===== src/rtl/pwm_multi_dt.sv =====
// pwm_multi_dt
//   Multi-channel PWM generator with complementary outputs and dead-time.
//   One shared period counter (edge- or center-aligned) drives CHANNELS
//   comparators; each channel feeds a small FSM that inserts dead-time
//   between the high-side and low-side drives.
//
// Ports
//   clk           system clock
//   rst           synchronous, active-high reset
//   duty_in       duty per channel, channel k at [k*WIDTH +: WIDTH]
//   duty_wr       per-channel write strobe into the shadow duty register
//   center_in     0 = edge-aligned, 1 = center-aligned (loaded at boundary)
//   dead_time_in  dead-time in cycles (loaded at boundary)
//   pwm_hi        high-side drive, registered
//   pwm_lo        low-side drive, registered
//   period_start  registered flag of cnt==0; it lines up with the pwm
//                 outputs, which also lag the counter by one cycle
//
// Duty, mode and dead-time are double-buffered: writes land in shadow
// registers and are copied to the active set in the last cycle of a period,
// so a period is never generated with a mix of old and new settings.
module pwm_multi_dt #(
  parameter int WIDTH    = 11,
  parameter int CHANNELS = 4,
  parameter int DT_W     = 6
) (
  input  logic                      clk,
  input  logic                      rst,
  input  logic [CHANNELS*WIDTH-1:0] duty_in,
  input  logic [CHANNELS-1:0]       duty_wr,
  input  logic                      center_in,
  input  logic [DT_W-1:0]           dead_time_in,
  output logic [CHANNELS-1:0]       pwm_hi,
  output logic [CHANNELS-1:0]       pwm_lo,
  output logic                      period_start
);

  localparam logic [WIDTH-1:0] MAX    = '1;
  localparam logic [WIDTH-1:0] ONE    = WIDTH'(1);
  localparam logic [DT_W-1:0]  ONE_DT = DT_W'(1);

  typedef enum logic [1:0] {
    LO    = 2'd0,
    DT_HI = 2'd1,
    HI    = 2'd2,
    DT_LO = 2'd3
  } ch_state_t;

  logic [WIDTH-1:0] cnt_p0;
  logic             dir_dn_p0;
  logic             center_p0;
  logic [DT_W-1:0]  dead_time_p0;
  logic [WIDTH-1:0] shadow_p0 [CHANNELS];
  logic [WIDTH-1:0] active_p0 [CHANNELS];

  logic [WIDTH-1:0] cnt_nxt;
  logic             dir_dn_nxt;
  logic             boundary_p0;
  logic [CHANNELS-1:0] raw_p0;

  ch_state_t        state_p1  [CHANNELS];
  ch_state_t        state_nxt [CHANNELS];
  logic [DT_W-1:0]  dtc_p1    [CHANNELS];
  logic [DT_W-1:0]  dtc_nxt   [CHANNELS];

  // ---- Stage p0: period counter, shadow/active registers, comparators ----

  // Last cycle of a period: the next counter value is 0 in both modes.
  assign boundary_p0 = (!center_p0 && (cnt_p0 == MAX)) ||
                       ( center_p0 && dir_dn_p0 && (cnt_p0 == ONE));

  always_comb begin
    cnt_nxt    = cnt_p0 + ONE;
    dir_dn_nxt = dir_dn_p0;
    if (!center_p0) begin
      cnt_nxt    = (cnt_p0 == MAX) ? '0 : cnt_p0 + ONE;
      dir_dn_nxt = 1'b0;
    end else if (!dir_dn_p0) begin
      // Turn around at the top without repeating MAX.
      if (cnt_p0 == MAX) begin
        cnt_nxt    = MAX - ONE;
        dir_dn_nxt = 1'b1;
      end
    end else begin
      // Count down to 1, then 0 restarts the ramp going up.
      if (cnt_p0 == ONE) begin
        cnt_nxt    = '0;
        dir_dn_nxt = 1'b0;
      end else begin
        cnt_nxt = cnt_p0 - ONE;
      end
    end
  end

  always_ff @(posedge clk) begin
    if (rst) begin
      cnt_p0       <= '0;
      dir_dn_p0    <= 1'b0;
      center_p0    <= 1'b0;
      dead_time_p0 <= '0;
      period_start <= 1'b0;
      for (int k = 0; k < CHANNELS; k++) begin
        shadow_p0[k] <= '0;
        active_p0[k] <= '0;
      end
    end else begin
      cnt_p0       <= cnt_nxt;
      dir_dn_p0    <= dir_dn_nxt;
      period_start <= (cnt_p0 == '0);
      if (boundary_p0) begin
        center_p0    <= center_in;
        dead_time_p0 <= dead_time_in;
        for (int k = 0; k < CHANNELS; k++) begin
          active_p0[k] <= shadow_p0[k];
        end
      end
      // A write in the boundary cycle itself lands in the shadow only;
      // the active copy above still takes the previous shadow value.
      for (int k = 0; k < CHANNELS; k++) begin
        if (duty_wr[k]) begin
          shadow_p0[k] <= duty_in[k*WIDTH +: WIDTH];
        end
      end
    end
  end

  always_comb begin
    for (int k = 0; k < CHANNELS; k++) begin
      raw_p0[k] = (cnt_p0 < active_p0[k]);
    end
  end

  // ---- Stage p1: per-channel dead-time FSM and registered drives ----

  always_comb begin
    for (int k = 0; k < CHANNELS; k++) begin
      state_nxt[k] = state_p1[k];
      dtc_nxt[k]   = dtc_p1[k];
      case (state_p1[k])
        LO: begin
          if (raw_p0[k]) begin
            if (dead_time_p0 == '0) begin
              state_nxt[k] = HI;
            end else begin
              state_nxt[k] = DT_HI;
              dtc_nxt[k]   = ONE_DT;
            end
          end
        end
        HI: begin
          if (!raw_p0[k]) begin
            if (dead_time_p0 == '0) begin
              state_nxt[k] = LO;
            end else begin
              state_nxt[k] = DT_LO;
              dtc_nxt[k]   = ONE_DT;
            end
          end
        end
        DT_HI: begin
          // Pulse ended before the dead-time ran out: never drive high.
          if (!raw_p0[k]) begin
            state_nxt[k] = LO;
          end else if (dtc_p1[k] >= dead_time_p0) begin
            state_nxt[k] = HI;
          end else begin
            dtc_nxt[k] = dtc_p1[k] + ONE_DT;
          end
        end
        default: begin
          if (raw_p0[k]) begin
            state_nxt[k] = HI;
          end else if (dtc_p1[k] >= dead_time_p0) begin
            state_nxt[k] = LO;
          end else begin
            dtc_nxt[k] = dtc_p1[k] + ONE_DT;
          end
        end
      endcase
    end
  end

  // Drives are decoded from the next state into flops so that the pins
  // come straight from registers and can never both be high.
  always_ff @(posedge clk) begin
    if (rst) begin
      for (int k = 0; k < CHANNELS; k++) begin
        state_p1[k] <= DT_LO;
        dtc_p1[k]   <= ONE_DT;
      end
      pwm_hi <= '0;
      pwm_lo <= '0;
    end else begin
      for (int k = 0; k < CHANNELS; k++) begin
        state_p1[k] <= state_nxt[k];
        dtc_p1[k]   <= dtc_nxt[k];
        pwm_hi[k]   <= (state_nxt[k] == HI);
        pwm_lo[k]   <= (state_nxt[k] == LO);
      end
    end
  end

endmodule


===== config.mk =====
export PLATFORM = sky130hd
export DESIGN_NAME = pwm_multi_dt
export DESIGN_NICKNAME = d
export VERILOG_FILES = /design/src/rtl/pwm_multi_dt.sv
export SDC_FILE = /design/constraint.sdc
export NUM_CORES = 1
export LEC_CHECK = 0
export ABC_AREA = 1
export BUFFER_PORTS_ARGS = -buffer_cell sky130_fd_sc_hd__buf_2
export CAP_MARGIN = 20
export CORE_ASPECT_RATIO = 0.8
export CORE_MARGIN = 2
export CORE_UTILIZATION = 61
export CTS_BUF_LIST = sky130_fd_sc_hd__clkbuf_16
export CTS_CLUSTER_SIZE = 8
export DETAILED_ROUTE_END_ITERATION = 7
export PLACE_DENSITY = 0.81
export SLEW_MARGIN = 20
export SYNTH_ARGS = -nofsm -noshare
export SYNTH_HDL_FRONTEND = slang
export SYNTH_SLANG_ARGS = --single-unit

===== constraint.sdc =====
create_clock -name clk -period 3.1 [get_ports clk]
set_input_delay 0 -clock clk [delete_from_list [all_inputs] [get_ports clk]]
set_output_delay 0 -clock clk [all_outputs]
set_load 0.05 [all_outputs]

* Yosys cells after proc, flatten, opt, wreduce, memory -nomap -nowiden
Memories as Yosys holds them, arrays and structs flattened.
Cells that the tools add are included.
** Word-level totals
- Register bits :: 28
- Bits in latches :: 0
- RAM bits :: 120
- Bits in read-only memories :: 0
- Input bits :: 57
- Output and inout bits :: 9
- Logic and storage cells :: 172
- Memories :: 4
** Cells by class
- $add $sub $neg :: 6
- Multiply operators :: 0
- Div/mod/pow operators :: 0
- Magnitude comparators :: 8
- Equal/unequal tests :: 14
- Shifts and indexed selects :: 0
- Muxes and demuxes :: 100
- Bitwise operators :: 17
- Reductions and logical operators :: 16
** Memory list
- active_p0 :: words 4, bits a word 11, read ports 4, clocked after Yosys merged registers in 0, wr ports 4, line 54 : logic [WIDTH-1:0] active_p0 [CHANNELS];
- shadow_p0 :: words 4, bits a word 11, read ports 4, clocked after Yosys merged registers in 0, wr ports 4, line 53 : logic [WIDTH-1:0] shadow_p0 [CHANNELS];
- dtc_p1 :: words 4, bits a word 6, read ports 4, clocked after Yosys merged registers in 0, wr ports 4, line 63 : logic [DT_W-1:0] dtc_p1 [CHANNELS];
- state_p1 :: words 4, bits a word 2, read ports 4, clocked after Yosys merged registers in 0, wr ports 4, line 61 : ch_state_t state_p1 [CHANNELS];
** Operators by type and width (number)
- $mux W6 :: 28
- $mux W11 :: 13
- $pmux W6 S3 :: 4
- $mux W2 :: 30
- $lt A11 B11 Y1 :: 4
- $add A6 B1 Y6 const B :: 4
- $ge A6 B6 Y1 :: 4
- $pmux W2 S3 :: 4
- $mux W1 :: 21
- $eq A2 B2 Y1 const B :: 8
- $logic_not A2 Y1 :: 8
- $or A1 B1 Y1 :: 16
- $add A11 B1 Y11 const B :: 1
- $eq A11 B1 Y1 const B :: 1
- $eq A11 B11 Y1 const B :: 1
- $logic_not A11 Y1 :: 1
- $sub A11 B1 Y11 const B :: 1
- $eq A2 B1 Y1 const B :: 4
- $logic_not A6 Y1 :: 1
- $logic_and A1 B1 Y1 :: 3
- $reduce_or A2 Y1 :: 1
- $logic_not A1 Y1 :: 1
- $logic_or A1 B1 Y1 :: 1
- $not A1 Y1 :: 1

* Longest topological paths before layout
Gate-level depths: netlist of the first run.
- Depth after elaboration :: 7
- Depth in mapped cells :: 14
- Depth with buffers taken out :: 14

* Worst setup path after synthesis of the first run
No wires, ideal clock.
- Path type :: register to register
- From :: register cnt_p0[1]
- To :: memory active_p0[0][0], enable pin
- Setup time :: 0.398 ns
- Arrival :: 2.209 ns
- Slack :: 0.493 ns
- Stages on the path, launching flop included :: 10
- Path buffers :: 0
- Period minus slack after synthesis :: 2.607 ns
- Cells stage by stage :: dfxtp_1 -> ha_1 -> nand2_1 -> nor2_2 -> nand2_2 -> nor3_1 -> nand2_1 -> o21ai_0 -> nor2_1 -> inv_1
** RTL lines
- from (decl) :: line 49 : logic [WIDTH-1:0] cnt_p0;
- from (signal assigned) :: line 107 : cnt_p0 <= cnt_nxt;
- to (decl) :: line 54

==> run summary, run 1 <==
First-pass GRT wire length = 31200 um
R2R Setup Slk = 0.72 ns
CP arrival = 2.65 ns
Comb pwr share = 8.5%
Crit path max-delay cell type = dfxtp_1
Skew final = 0.00938 ns
Detailed Routing Iterations Pass 1 = 5
Worst-margin pin slew = 0.690 ns
Crit path required time = 3.37 ns
Unrepaired setup endpoints after global routing = no
Yosys cell types = 36
Post-CTS Resized = 0
Max Buffers Root-to-Sink = 2
DP HPWL = 12100 um
Clock Sinks = 148
Worst min path class = primary input to register
#FFs+latches synth = 148
Sequential cell area fraction in the yosys report = 46.0%
Pint = 0.00337 W
Share of the synthesized area in the top cell type = 31.6%
Area growth from synthesis to layout = 18.3%
Setup CP Type = register to register
Final min period = 2.38 ns
Static Leak = 4.91 nW
Via count = 6896
Die area = 0.0147 mm2
H-Tree Depth = 4
Synth Flop Type = edfxtp_1
I/O Pins = 66
Synth warnings = 0
Worst path max stage delay = 0.50 ns
Max IR drop VDD = 0.529 mV
Top delay family on crit path = simple AND/OR/NAND/NOR gates
Status = finished, final reports clean
Chip width = 135 um
Final nets = 1276
Most frequent cell after synthesis = nand2_1
CTS tree = done
Layout Cells excl Fill = 1341
Vias in the first global route = 6748
Global route overflow = 0
Leading area contributor after synthesis = edfxtp_1
CTS buffer count = 17
Flop pwr share = 48.9%
CP Cell Sequence = ha_1 -> nand2_1 -> nor2_2 -> nand2_2 -> nor2_4 -> nand4_4 -> o21ai_4 -> nand2_4 -> nor2_1
Tot GR Track Use = 27.3%
Clock transition at path regs = 0.07 ns
Drt total wl = 18500 um
Rel. slew slack = 53.9%
Final Max Tran Viols = 0
Root buffer cell = clkbuf_16
Std-Cell Rows = 38
Die Y = 109 um
Initial Utilization = 62.1%
Net Sw Power = 0.00116 W
IO buf count = 65
Routability Congestion = 0.945
Core ar. = 0.0135 mm2
Clock share of power = 42.6%
PD cells = 458 mW/mm2
Largest net degree at the start of global routing = 45
Final hold slack = 0.0709 ns
Async SR Flop Fraction = 0%
DRT iter0 DRCs = 554
Share of layout cells above drive strength 1 = 12.0%
CP Capture Type = register
Number of max-cap violations = 0
Mapped Nets = 1156
Sw Ratio = 25.6%
ANT cells = 0
Post-CTS Setup Repair Bufs = 0
Synth Cell Area = 0.00836 mm2
Final setup fails = 0
Number of flops mapped to enable cells by yosys = 88
Dpl cells = 1258
CP Launch Type = register
Setup TNS = 0 ns
Period utilization = 76.9%
Worst skew pair latency = 0.43 ns
Final number of hold-violating endpoints = 0
Mapped Cells = 1028
Synth area leaders = edfxtp_1, dfxtp_1, ha_1
Initial antenna violation count = 0
Crit path buf inv count = 0
Vias per cell = 5.14
Residual DRC = 0
Synth Area per Inst = 8.13 um2
Commonest cells post-synth = nand2_1, inv_1, nor2_1
Worst-path fanout max = 44
Drt wl/cell = 13.8 um
Maximum clock frequency = 419 MHz
Post-route ant nets = 0
## worst paths after layout
| path | start | to | cells after the start |
|---|---|---|---|
| worst max-delay path | cnt_p0[1]$_SDFF_PP0_ | active_p0[3][6]$_SDFFCE_PN0P_ | 9 |
| worst min-delay path | duty_wr[3] | shadow_p0[3][10]$_SDFFCE_PN0P_ | 2 |
| worst max register to register | cnt_p0[1]$_SDFF_PP0_ | active_p0[3][6]$_SDFFCE_PN0P_ | 9 |
| worst min register to register | dead_time_p0[2]$_SDFFE_PP0P_ | dead_time_p0[2]$_SDFFE_PP0P_ | 2 |
## power groups by stage
stage	sequential, W	combinational (W)	clock [W]
CTS	0.00221	0.000378	0.00193
floorplan	0.00227	0.000200	0
global route	0.00222	0.000431	0.00204
finish	0.00221	0.000385	0.00193
detailed placement	0.00226	0.000325	0
global placement	0.00225	0.000319	0
## cell families (layout without fill, tap and decap cells)
| group | count (synthesis) | in the layout | share of synthesized area, % |
|---|---|---|---|
| simple gates | 473 | 473 | 24.7 |
| buf+inv | 231 | 364 | 10.9 |
| flops | 148 | 148 | 46.0 |
| compound gates | 83 | 83 | 5.52 |
| fa+ha+maj | 71 | 71 | 10.6 |
| xor+xnor | 22 | 22 | 2.30 |
## state kept, by name, indices dropped and copies added, names as in the netlist
signal        flops
active_p0        44
center_p0         1
cnt_p0           11
dead_time_p0      6
dir_dn_p0         1
dtc_p1           24
period_start      1
pwm_hi            4
pwm_lo            4
shadow_p0        44
state_p1          8
## stage by stage
stage,util (%),setup WS (ns),instance area [um2],power (W)
finish,73.5,0.715,9890,0.00453
global route,73.5,0.501,9890,0.00469
CTS,73.5,0.751,9890,0.00452
detailed placement,65.7,0.796,8830,0.00258
global placement,65.7,0.890,8830,0.00257
floorplan,-,0.493,8360,0.00247
## layout make-up
class                      instances  area (um2)
sequential                       148        3840
multi-input combinational        649        3610
fill                             910        3560
timing repair buffer             119         871
inverter                         213         800
clock buffer                      17         425
tap                              180         225
clock inverter                    15         120
## layout by cell type (no fill, tap or decap), types with 10 or more instances in the layout
cell	n
xnor2_1	10
inv_1	210
edfxtp_1	88
nand4_1	30
dlygate4sd3_1	51
xor2_1	12
nand2_1	217
ha_1	71
nor2_2	21
nor2_1	130
a21oi_1	46
nand3_1	52
clkbuf_16	17
buf_2	65
o21ai_0	21
dfxtp_1	60
## metal layers
metal	up-vias	global-route usage [%]	wire length, um
li1	3502	-	-
met1	3157	35.3	8270
met2	218	47.3	8920
met3	19	6.09	1150
met4	0	6.02	209
met5	-	0	0
## timing repair
item                                    CTS  global route
endpoints found under the setup margin    0             0
hold buffers                             51             0
endpoints found under the hold margin    51             0
Power figures use the tool's default switching activity.
==> inputs of run 2 (changes only) <==
clock period = 2.2 ns   (was 3.1 ns; I/O delays follow)
==> run summary, run 2 (synthesis results as in run 1) <==
Worst skew pair latency = 0.44 ns (was 0.43 ns)
Commonest cells after routing, fill and taps aside = nand2_1, inv_1, nor2_1 (unchanged)
Initial antenna violation count = 0 (unchanged)
ANT cells = 0 (unchanged)
CP Launch Type = register (unchanged)
Worst R2R Start = cnt_p0[9]$_SDFF_PP0_ (was cnt_p0[1]$_SDFF_PP0_)
R2r endpoint = dtc_p1[1][2]$_SDFFE_PP0P_ (was active_p0[3][6]$_SDFFCE_PN0P_)
H-Tree Depth = 4 (unchanged)
Share of layout cells above drive strength 1 = 14.7% (was 12.0%)
Crit path required time = 2.50 ns (was 3.37 ns)
Layout Cells excl Fill = 1359 (was 1341)
DRT iter0 DRCs = 575 (was 554)
Final worst slack = 0.172 ns (was 0.715 ns)
Number of max-cap violations = 0 (unchanged)
Place WS = 0.119 ns (was 0.796 ns)
Rel. slew slack = 72.4% (was 53.9%)
Setup CP Type = register to register (unchanged)
Skew final = 0.00971 ns (was 0.00938 ns)
DP HPWL = 13100 um (was 12100 um)
Die area = 0.0147 mm2 (unchanged)
Reg2Reg Depth = 10 (was 9)
Top flop regs = active_p0 (44), shadow_p0 (44), dtc_p1 (24) (unchanged)
Final number of hold-violating endpoints = 0 (unchanged)
Vias in the first global route = 7143 (was 6748)
Vias per cell = 5.25 (was 5.14)
Global route overflow = 0 (unchanged)
Post-route ant nets = 0 (unchanged)
Maximum clock frequency = 493 MHz (was 419 MHz)
Worst-path fanout max = 8 (was 44)
Worst min path class = primary input to register (unchanged)
Worst Hold Launch = duty_wr[2] (was duty_wr[3])
CP Capture Type = register (unchanged)
Dpl cells = 1275 (was 1258)
CTS buffer count = 17 (unchanged)
Drt total wl = 20100 um (was 18500 um)
Worst Hold Depth = 2 (unchanged)
Unrepaired setup endpoints after global routing = no (unchanged)
Std-Cell Rows = 38 (unchanged)
Static Leak = 5.06 nW (was 4.91 nW)
Final nets = 1294 (was 1276)
Root buffer cell = clkbuf_16 (unchanged)
Clock transition at path regs = 0.07 ns (about the same)
Final hold slack = 0.0753 ns (was 0.0709 ns)
Fillers = 897 (was 910)
Post-CTS Setup Repair Bufs = 0 (unchanged)
R2R Setup Slk = 0.17 ns (was 0.72 ns)
Most common cell after layout, fill and taps aside = nand2_1 (unchanged)
I/O Pins = 66 (unchanged)
Via count = 7136 (was 6896)
Max IR drop VDD = 0.609 mV (was 0.529 mV)
Drt wl/cell = 14.8 um (was 13.8 um)
Core ar. = 0.0135 mm2 (unchanged)
Final Max Tran Viols = 0 (unchanged)
CP arrival = 2.33 ns (was 2.65 ns)
IO buf count = 65 (unchanged)
Period utilization = 92.2% (was 76.9%)
PD cells = 656 mW/mm2 (was 458 mW/mm2)
Chip width = 135 um (unchanged)
Placed Area = 0.00902 mm2 (was 0.00883 mm2)
Worst-margin pin slew = 0.414 ns (was 0.690 ns)
Status = finished, final reports clean (unchanged)
Max Buffers Root-to-Sink = 2 (unchanged)
Final setup fails = 0 (unchanged)
Detailed Routing Iterations Pass 1 = 5 (unchanged)
Residual DRC = 0 (unchanged)
Tot GR Track Use = 29.5% (was 27.3%)
First-pass GRT wire length = 33400 um (was 31200 um)
Initial Utilization = 62.1% (unchanged)
Final min period = 2.03 ns (was 2.38 ns)
Die Y = 109 um (unchanged)
Clock Sinks = 148 (unchanged)
Area growth from synthesis to layout = 21.6% (was 18.3%)
Final instance area = 0.0102 mm2 (was 0.00989 mm2)
Tot Pwr = 0.00667 W (was 0.00453 W)
Hold EP = shadow_p0[2][1]$_SDFFCE_PN0P_ (was shadow_p0[3][10]$_SDFFCE_PN0P_)
Largest net degree at the start of global routing = 45 (unchanged)
Routability Congestion = 0.924 (was 0.945)
CTS tree = done (unchanged)
==> run 2: layout make-up <==
class	count	area (um2)	area share (%)
Clock buffer	17	425	4.19
Clock inverter	15	170	1.67
Inverter	213	803	7.90
Multi-Input combinational cell	649	3660	36.0
Sequential cell	148	3860	38.0
Tap cell	180	225	2.22
Timing Repair Buffer	137	1020	10.0
==> run 2: worst max path at each step <==
| stage | endpoint | cells after the start | start | slack [ns] |
|---|---|---|---|---|
| final | dtc_p1[1][2]$_SDFFE_PP0P_ | 10 | cnt_p0[9]$_SDFF_PP0_ | 0.17 |
| after global routing | dtc_p1[1][0]$_SDFFE_PP1P_ | 10 | dtc_p1[1][0]$_SDFFE_PP1P_ | 0.01 |
| after CTS | pwm_hi[2]$_SDFF_PP0_ | 9 | cnt_p0[2]$_SDFF_PP0_ | 0.05 |
| after detailed placement | pwm_hi[2]$_SDFF_PP0_ | 9 | cnt_p0[2]$_SDFF_PP0_ | 0.12 |
| after global placement | dtc_p1[0][1]$_SDFFE_PP0P_ | 11 | cnt_p0[2]$_SDFF_PP0_ | 0.17 |
| after floorplan | active_p0[0][0]$_SDFFCE_PN0P_ | 9 | cnt_p0[1]$_SDFF_PP0_ | -0.03 |
==> run 2: per-stage QoR <==
step | utilization [%] | TNS [ns]
final | 75.5 | 0
after global routing | 75.5 | 0
after CTS | 75.4 | 0
after detailed placement | 67.1 | 0
after global placement | 67.1 | 0
after floorplan | - | -1.33
==> run 2: repair_timing <==
| action | CTS | global route |
|---|---|---|
| endpoints found under the hold margin | 58 | 0 |
| gates resized for setup | 0 | 10 |
| setup endpoints to repair | 0 | 76 |
| hold buffers | 52 | 0 |
==> run 2: where the power goes <==
group	switching, W	internal [W]	total [W]
clock	0.00127	0.00171	0.00298
sequential	0.0000633	0.00307	0.00313
combinational	0.000338	0.000229	0.000567
==> run 2: critical path, stage by stage, from the launching register on <==
cell and delay (ns):
dfxtp_2 0.48, ha_1 0.29, nand2_1 0.10, nor2_1 0.06, and2_1 0.15, nand2_1 0.08, nand3_1 0.16, nand2_1 0.13
nand3_1 0.23, nand2_1 0.14, a21oi_1 0.08
==> run 2: metal layers <==
metal,vias to the layer above,routed length [um],global-route usage [%]
li1,3538,-,-
met1,3276,8570,36.1
met2,272,9710,51.0
met3,50,1290,6.74
met4,0,555,12.0
met5,-,0,0
==> inputs of run 3 (changes only) <==
RECOVER_POWER = 25   (was unset)
==> run summary, run 3 (synthesis results as in run 1) <==
Final number of hold-violating endpoints = 0 (unchanged)
Number of max-cap violations = 0 (unchanged)
Vias per cell = 5.24 (was 5.25)
Share of layout cells above drive strength 1 = 13.3% (was 14.7%)
CTS tree = done (unchanged)
Root buffer cell = clkbuf_16 (unchanged)
Final Max Tran Viols = 0 (unchanged)
Tot GR Track Use = 29.5% (unchanged)
Final nets = 1294 (unchanged)
Core ar. = 0.0135 mm2 (unchanged)
Global route overflow = 0 (unchanged)
R2r endpoint = dtc_p1[1][2]$_SDFFE_PP0P_ (unchanged)
Static Leak = 5.01 nW (was 5.06 nW)
Crit path to = dtc_p1[1][2]$_SDFFE_PP0P_ (unchanged)
Area growth from synthesis to layout = 21.3% (was 21.6%)
Drt total wl = 20100 um (about the same)
Vias in the first global route = 7143 (unchanged)
Most common cell after layout, fill and taps aside = nand2_1 (unchanged)
Setup CP Type = register to register (unchanged)
Final min period = 2.02 ns (was 2.03 ns)
Drt wl/cell = 14.8 um (about the same)
CP arrival = 2.32 ns (was 2.33 ns)
Unrepaired setup endpoints after global routing = no (unchanged)
Via count = 7119 (was 7136)
Skew final = 0.00996 ns (was 0.00971 ns)
Die area = 0.0147 mm2 (unchanged)
Crit path required time = 2.50 ns (about the same)
Clock transition at path regs = 0.07 ns (about the same)
ANT cells = 0 (unchanged)
Dpl cells = 1275 (unchanged)
Chip width = 135 um (unchanged)
DP HPWL = 13100 um (unchanged)
Routability Congestion = 0.924 (unchanged)
Final setup fails = 0 (unchanged)
Worst R2R Start = cnt_p0[9]$_SDFF_PP0_ (unchanged)
Top flop regs = active_p0 (44), shadow_p0 (44), dtc_p1 (24) (unchanged)
Worst-path fanout max = 8 (unchanged)
Reg2Reg Depth = 10 (unchanged)
Layout Cells excl Fill = 1359 (unchanged)
Initial Utilization = 62.1% (unchanged)
Detailed Routing Iterations Pass 1 = 5 (unchanged)
Residual DRC = 0 (unchanged)
CP Capture Type = register (unchanged)
IO buf count = 65 (unchanged)
Worst skew pair latency = 0.44 ns (about the same)
CP Launch Type = register (unchanged)
Worst-margin pin slew = 0.795 ns (was 0.414 ns)
Status = finished, final reports clean (unchanged)
Maximum clock frequency = 495 MHz (was 493 MHz)
Post-CTS Setup Repair Bufs = 0 (unchanged)
DRT iter0 DRCs = 644 (was 575)
Commonest cells after routing, fill and taps aside = nand2_1, inv_1, nor2_1 (unchanged)
PD cells = 657 mW/mm2 (was 656 mW/mm2)
Die Y = 109 um (unchanged)
Final hold slack = 0.110 ns (was 0.0753 ns)
CP Cell Sequence = ha_1 -> nand2_1 -> nor2_1 -> and2_1 -> nand2_1 -> nand3_1 -> nand2_1 -> nand3_1 -> nand2_1 -> a21oi_1 (unchanged)
Std-Cell Rows = 38 (unchanged)
Period utilization = 91.9% (was 92.2%)
Max IR drop VDD = 0.610 mV (was 0.609 mV)
Max Buffers Root-to-Sink = 2 (unchanged)
Crit path from = cnt_p0[9]$_SDFF_PP0_ (unchanged)
Largest net degree at the start of global routing = 45 (unchanged)
Rel. slew slack = 47.0% (was 72.4%)
Initial antenna violation count = 0 (unchanged)
R2R Setup Slk = 0.18 ns (was 0.17 ns)
Post-route ant nets = 0 (unchanged)
CTS buffer count = 17 (unchanged)
Setup TNS = 0 ns (unchanged)
Fillers = 907 (was 897)
H-Tree Depth = 4 (unchanged)
Clock Sinks = 148 (unchanged)
Worst path max stage delay = 0.48 ns (about the same)
Crit path max-delay cell type = dfxtp_2 (unchanged)
First-pass GRT wire length = 33400 um (unchanged)
CP dominant cell by count = nand2_1 (unchanged)
Worst min path class = primary input to register (unchanged)
I/O Pins = 66 (unchanged)
==> run 3: critical path: cells and delay by family (launching register included) <==
kind / cells / cell delay (ns)
compound gates: 1 / 0.08
fa+ha+maj: 1 / 0.29
flops: 1 / 0.48
simple gates: 8 / 1.03
==> run 3: area by class of cell <==
type | count | area, um2 | share of cell area, %
flip-flops and latches | 148 | 3860 | 38.1
multi-input cells | 649 | 3650 | 36.0
repair buffers | 137 | 1000 | 9.86
inverters | 213 | 803 | 7.92
clock buffers | 17 | 425 | 4.20
well taps | 180 | 225 | 2.22
clock inverters | 15 | 170 | 1.68
==> run 3: power by group <==
part           switching (W)  leakage [nW]  internal (W)
clock network        0.00127         0.290       0.00171
registers          0.0000636          1.38       0.00307
logic               0.000338          3.34      0.000223
==> run 3: through the flow <==
| stage | area, um2 | power, W | worst slack [ns] | util (%) |
|---|---|---|---|---|
| after floorplan | 8410 | 0.00349 | -0.0302 | - |
| after global placement | 9020 | 0.00364 | 0.169 | 67.1 |
| after detailed placement | 9020 | 0.00366 | 0.119 | 67.1 |
| after CTS | 10100 | 0.00667 | 0.0456 | 75.4 |
| after global routing | 10100 | 0.00688 | 0.0110 | 75.3 |
| final | 10100 | 0.00666 | 0.179 | 75.3 |
==> run 3: timing repair <==
| item | CTS | global route |
|---|---|---|
| hold endpoints to repair | 58 | 0 |
| resized for setup | 0 | 10 |
| endpoints found under the setup margin | 0 | 76 |
| hold buffers | 52 | 0 |
==> run 3: how the worst min path moves through the flow <==
stage / startpoint / endpoint / cells after the start
2_1_floorplan: dead_time_in[1] / dead_time_p0[1]$_SDFFE_PP0P_ / 2
3_3_place_gp: dead_time_in[3] / dead_time_p0[3]$_SDFFE_PP0P_ / 3
3_5_place_dp: dead_time_in[3] / dead_time_p0[3]$_SDFFE_PP0P_ / 3
4_1_cts: duty_wr[2] / shadow_p0[2][0]$_SDFFCE_PN0P_ / 2
5_1_grt: duty_wr[0] / shadow_p0[0][1]$_SDFFCE_PN0P_ / 3
6_report: duty_wr[3] / shadow_p0[3][3]$_SDFFCE_PN0P_ / 3
==> run 3: per-layer routing <==
metal | up-vias | track usage, % | wire, um
li1 | 3538 | - | -
met1 | 3258 | 36.1 | 8470
met2 | 270 | 51.0 | 9680
met3 | 53 | 6.74 | 1340
met4 | 0 | 12.0 | 612
met5 | - | 0 | 0
